## src/rtl/flag_pkg.sv

```systemverilog
// Shared types and defaults for the branch condition-flag unit.
// The PEND_MAX default lives here so the top and the bench agree on it.
package flag_pkg;

  typedef struct packed {
    logic z;
    logic n;
    logic v;
  } flags_t;

  localparam int PEND_MAX_DEF = 3;

endpackage

```

## src/rtl/flag_calc.sv

```systemverilog
// Combinational Z/N/V calculation from ALU operands and result.
// Only the sign bits of a and b matter for overflow.
module flag_calc #(
  parameter int WIDTH = 32
) (
  input  logic             op_sub,
  input  logic [WIDTH-1:0] a,
  input  logic [WIDTH-1:0] b,
  input  logic [WIDTH-1:0] res,
  output logic             z,
  output logic             n,
  output logic             v
);

  logic sa, sb, sr;
  logic unused_lo;

  assign sa = a[WIDTH-1];
  assign sb = b[WIDTH-1];
  assign sr = res[WIDTH-1];

  assign unused_lo = ^{a[WIDTH-2:0], b[WIDTH-2:0]};

  assign z = (res == '0);
  assign n = sr;

  // Sub overflows when operand signs differ, add when they match.
  assign v = (op_sub ? (sa != sb) : (sa == sb)) && (sr != sa);

endmodule

```

## src/rtl/flag_unit.sv

```systemverilog
// Condition-flag register with in-flight tracking of flag setters.
// FLAG_BYPASS_EN presents a retiring result's flags in the same cycle.
module flag_unit
  import flag_pkg::*;
#(
  parameter int WIDTH    = 32,
  parameter int PEND_MAX = PEND_MAX_DEF
) (
  input  logic             clk,
  input  logic             rst,
  input  logic             issue,
  output logic             issue_ready,
  input  logic             upd_valid,
  input  logic             op_sub,
  input  logic [WIDTH-1:0] a,
  input  logic [WIDTH-1:0] b,
  input  logic [WIDTH-1:0] res,
  input  logic             stall,
  input  logic             flush,
  output logic             Z,
  output logic             N,
  output logic             V,
  output logic             flags_valid,
  output logic             err
);

  localparam int CW = $clog2(PEND_MAX + 1);
  localparam logic [CW-1:0] CMAX = CW'(PEND_MAX);
  localparam logic [CW-1:0] ONE  = CW'(1);

  logic [CW-1:0] count;
  flags_t        flg_q;
  flags_t        flg_c;
  flags_t        flg_o;
  logic          issue_acc;

  flag_calc #(
    .WIDTH(WIDTH)
  ) u_calc (
    .op_sub(op_sub),
    .a     (a),
    .b     (b),
    .res   (res),
    .z     (flg_c.z),
    .n     (flg_c.n),
    .v     (flg_c.v)
  );

  assign issue_ready = !stall && (count < CMAX);
  assign issue_acc   = issue && issue_ready;

  always_ff @(posedge clk or posedge rst) begin
    if (rst) begin
      count <= '0;
      flg_q <= '0;
      err   <= 1'b0;
    end else if (flush) begin
      count <= '0;
    end else if (!stall) begin
      if (upd_valid)
        flg_q <= flg_c;
      if (issue && !issue_ready)
        err <= 1'b1;
      // A retire with nothing outstanding is a protocol slip.
      if (upd_valid && !issue_acc && count == '0)
        err <= 1'b1;
      unique case ({issue_acc, upd_valid})
        2'b10: count <= count + ONE;
        2'b01: if (count != '0) count <= count - ONE;
        default: count <= count;
      endcase
    end
  end

`ifdef FLAG_BYPASS_EN
  logic upd_fire;

  assign upd_fire    = upd_valid && !stall && !flush;
  assign flg_o       = upd_fire ? flg_c : flg_q;
  assign flags_valid = (count == '0) ||
                       (upd_fire && count == ONE && !issue_acc);
`else
  assign flg_o       = flg_q;
  assign flags_valid = (count == '0);
`endif

  assign Z = flg_o.z;
  assign N = flg_o.n;
  assign V = flg_o.v;

endmodule
```

## config.mk

```make
export PLATFORM = sky130hd
export DESIGN_NAME = flag_unit
export DESIGN_NICKNAME = d
export VERILOG_FILES = /design/src/rtl/flag_pkg.sv /design/src/rtl/flag_calc.sv /design/src/rtl/flag_unit.sv
export SDC_FILE = /design/constraint.sdc
export NUM_CORES = 1
export LEC_CHECK = 0
export CORE_ASPECT_RATIO = 0.9
export CORE_UTILIZATION = 17
export DETAILED_ROUTE_END_ITERATION = 6
export PLACE_DENSITY = 0.84
export SLEW_MARGIN = 20
export SYNTH_ARGS = -nofsm -noshare
export SYNTH_HDL_FRONTEND = slang
export SYNTH_SLANG_ARGS = --single-unit
```

## constraint.sdc

```tcl
create_clock -name clk -period 2.5 [get_ports clk]
set_input_delay 0.5 -clock clk [delete_from_list [all_inputs] [get_ports clk]]
set_output_delay 0.5 -clock clk [all_outputs]
set_load 0.05 [all_outputs]
```

==> results of run 1 <==
-- flip-flops by register name, indices dropped and copies added, names as in the netlist --
| register | cells |
|---|---|
| count | 2 |
| V | 1 |
| N | 1 |
| err | 1 |
| Z | 1 |
-- critical path, cell delays in order, from the launching register on --
cell	delay [ns]
sky130_fd_sc_hd__dfrtp_1	0.46
sky130_fd_sc_hd__nor2_1	0.13
sky130_fd_sc_hd__clkdlybuf4s50_1	0.81
-- routing by layer --
metal | vias up | global-route usage [%]
met5 | - | 0
met4 | 0 | 5.13
met3 | 0 | 3.40
met2 | 34 | 20.7
met1 | 248 | 13.1
li1 | 284 | -
-- power breakdown --
group	switching [mW]	total, mW	internal, mW
registers	0.00525	0.109	0.104
logic	0.0547	0.139	0.0842
clock network	0.0328	0.0869	0.0542
-- cell families after synthesis --
group                     count (synthesis)
buffers and inverters                     3
AOI/OAI and AO/OA                        12
DFF                                       6
xor gates and xnor gates                  1
and+or+nand+nor                          24
muxes                                     2
-- through the flow --
stage,instances,cell area (sq um)
finish,123,951
floorplan,48,428
global route,123,951
CTS,123,951
global placement,120,928
detailed placement,120,928
-- layout make-up --
type	instances	area [sq um]
timing repair buffer	46	470
multi-input combinational	39	267
inverter	2	7.51
fill	254	1330
sequential	6	150
tap	27	33.8
clock buffer	3	22.5
-- final timing paths --
check	from	to	cells past startpoint	slack, ns
min in group asynchronous	rst	Z	2	0.48
worst min register to register	err	err	2	0.47
worst max-delay path	count[0]	flags_valid	2	0.36
worst min-delay path	err	err	2	0.47
max in group asynchronous	rst	count[0]	2	1.81
worst max register to register	count[0]	count[0]	3	1.30
-- placed cells by master (no fill, tap or decap), drive strengths merged, types with 2 or more instances in the layout --
master         count
clkdlybuf4s50     45
nor4               8
dfrtp              6
o21ai              5
nor2b              3
clkbuf             3
nor3b              2
a21oi              2
nor4b              2
a31oi              2
inv                2
o31ai              2
nand2              2
nand4              2
==> results.txt, run 1 <==
----------------------------------------------------
[Outcome]
  Result of the run ... finished, final reports clean

[Worst setup path]
  Crit. End Element ... primary output
  Critical Path RT ... 2.00 ns
  Kind of critical path ... reg -> out
  Critical path peak fanout ... 10
  Data arrival time of the worst path ... 1.64 ns
  Crit start category ... register

[STA]
  Worst Tran Pin Value ... 0.502 ns
  Clock skew after layout ... 0.0000305 ns
  Headroom to the max-slew limit ... 66.4%
  Unrepaired setup endpoints after global routing ... false
  Share of the clock period used by the worst path ... 85.7%
  Maximum clock frequency ... 467 MHz
  Final critical-path setup slack ... 0.357 ns
  Setup-failing EPs final ... 0
  Tmin final ... 2.14 ns
  Fin. max-slew vios ... 0
  Worst hold slack after final layout ... 0.473 ns
  Final hold violation count ... 0
  Post-Route Setup TNS ... 0 ns

[Global route]
  Total global routing track utilization ... 12.0%
  Wire length of the first global-routing pass ... 2350 um
  Vias in the first global route ... 562
  Largest net degree at the start of global routing ... 11
  Total global routing overflow ... 0
  Initial antenna violation count ... 0

[Drt]
  Length of routed met3 wiring ... 130 um
  DRT antenna net count ... 0
  Wire length on met1 ... 556 um
  Via density per instance ... 4.60
  Drc violations ... 0
  Top Metal Used ... met3
  Total length of routed met2 wires ... 787 um
  Violation count after the first detailed-routing iteration ... 1
  Router iterations before antenna repair ... 4
  Wirelength per Cell ... 12.0 um
  Total length of routed wires ... 1470 um
  Vias ... 566

[Yosys]
  Fraction of post-synthesis cell area in the top cell type by area ... 35.1%
  Share of flip-flops with an asynchronous set or reset ... 100%
  Largest cells by area after synthesis ... sky130_fd_sc_hd__dfrtp_1, sky130_fd_sc_hd__nor4_1, sky130_fd_sc_hd__o21ai_0
  Area share of fa/ha/maj cells after synthesis ... 0%
  Yosys reg bits ... 6
  Main combinational cell family by area after synthesis ... simple AND/OR/NAND/NOR gates
  Cell taking the most area after synthesis ... sky130_fd_sc_hd__dfrtp_1
  Number of warnings reported in the yosys synthesis log ... 0
  Fraction of synthesized cell area in xor and xnor cells ... 2.05%
  Most common cell in the synthesized netlist ... sky130_fd_sc_hd__nor4_1
  Netlist Area Pre-Place ... 428 sq um
  Net count after synthesis ... 151
  Main synth FF type ... sky130_fd_sc_hd__dfrtp_1
  Leading cell types by count after synthesis ... sky130_fd_sc_hd__nor4_1, sky130_fd_sc_hd__dfrtp_1, sky130_fd_sc_hd__o21ai_0
  Share of synthesized area occupied by flip-flops and latches ... 35.1%
  Number of enable flip-flop cells after synthesis ... 0
  Compound-gate portion of the synthesized area ... 16.4%
  Yosys cell types ... 22
  Gate count of the mapped netlist ... 48
  Post-Synthesis Mean Instance Area ... 8.91 sq um
  Simple-gate share of the synthesized area ... 38.0%
  Mux contribution to synthesized area ... 5.85%

[Power]
  Total design power ... 0.335 mW
  Standby leakage power ... 0.359 nW
  Worst VDD drop ... 0.281 mV
  Total power density per cell area ... 352 mW/mm^2

[Finish]
  Fraction of layout instances using a drive strength above 1 ... 8.33%
  Area Overhead vs Synth ... 122%
  Nets ... 201
  Antenna cells ... 0
  Util after Layout ... 41.7%

[Clock tree]
  Clock latency on the worst-skew pair ... 0.24 ns
  Setup Fix Bufs, Post-CTS ... 0
  Clock transition at the registers of the reported paths ... 0.04 ns
  Count of hold-fix buffers inserted at cts ... 0
  Post-CTS resize count ... 0
  Number of clock buffers inserted by TritonCTS ... 3
  TritonCTS sink count ... 6
  TritonCTS clock tree ... built
  Bufs on Longest Clock Path ... 2
  Total number of H-tree levels ... 1
  Buffer type at the clock tree root ... sky130_fd_sc_hd__clkbuf_4

[Floorplan]
  Chip width ... 54.9 um
  Io pins ... 109
  Placeable core region ... 0.00228 sq mm
  Total die area ... 0.00272 sq mm
  Total number of placement rows ... 16
  Y dimension of the die ... 49.6 um
  Starting density of the core ... 18.7%

[Placement]
  IO Port Bufs ... 46
  Global placement routability congestion ... 0.626
  Post-Place Worst Slack ... 0.510 ns

[Hold path]
  Worst hold path type ... reg -> reg

[Flow run]
  Max cap viols ... 0

----------------------------------------------------
Note: power is estimated with default switching activity, not from simulation.
==> inputs of run 2 (changes only) <==
CTS_CLUSTER_SIZE = 20   (was not set)
SKIP_CTS_REPAIR_TIMING = 1   (was not set)
==> results of run 2 <==
Same layout as run 1: the final DEF is identical, and so are final timing and power.
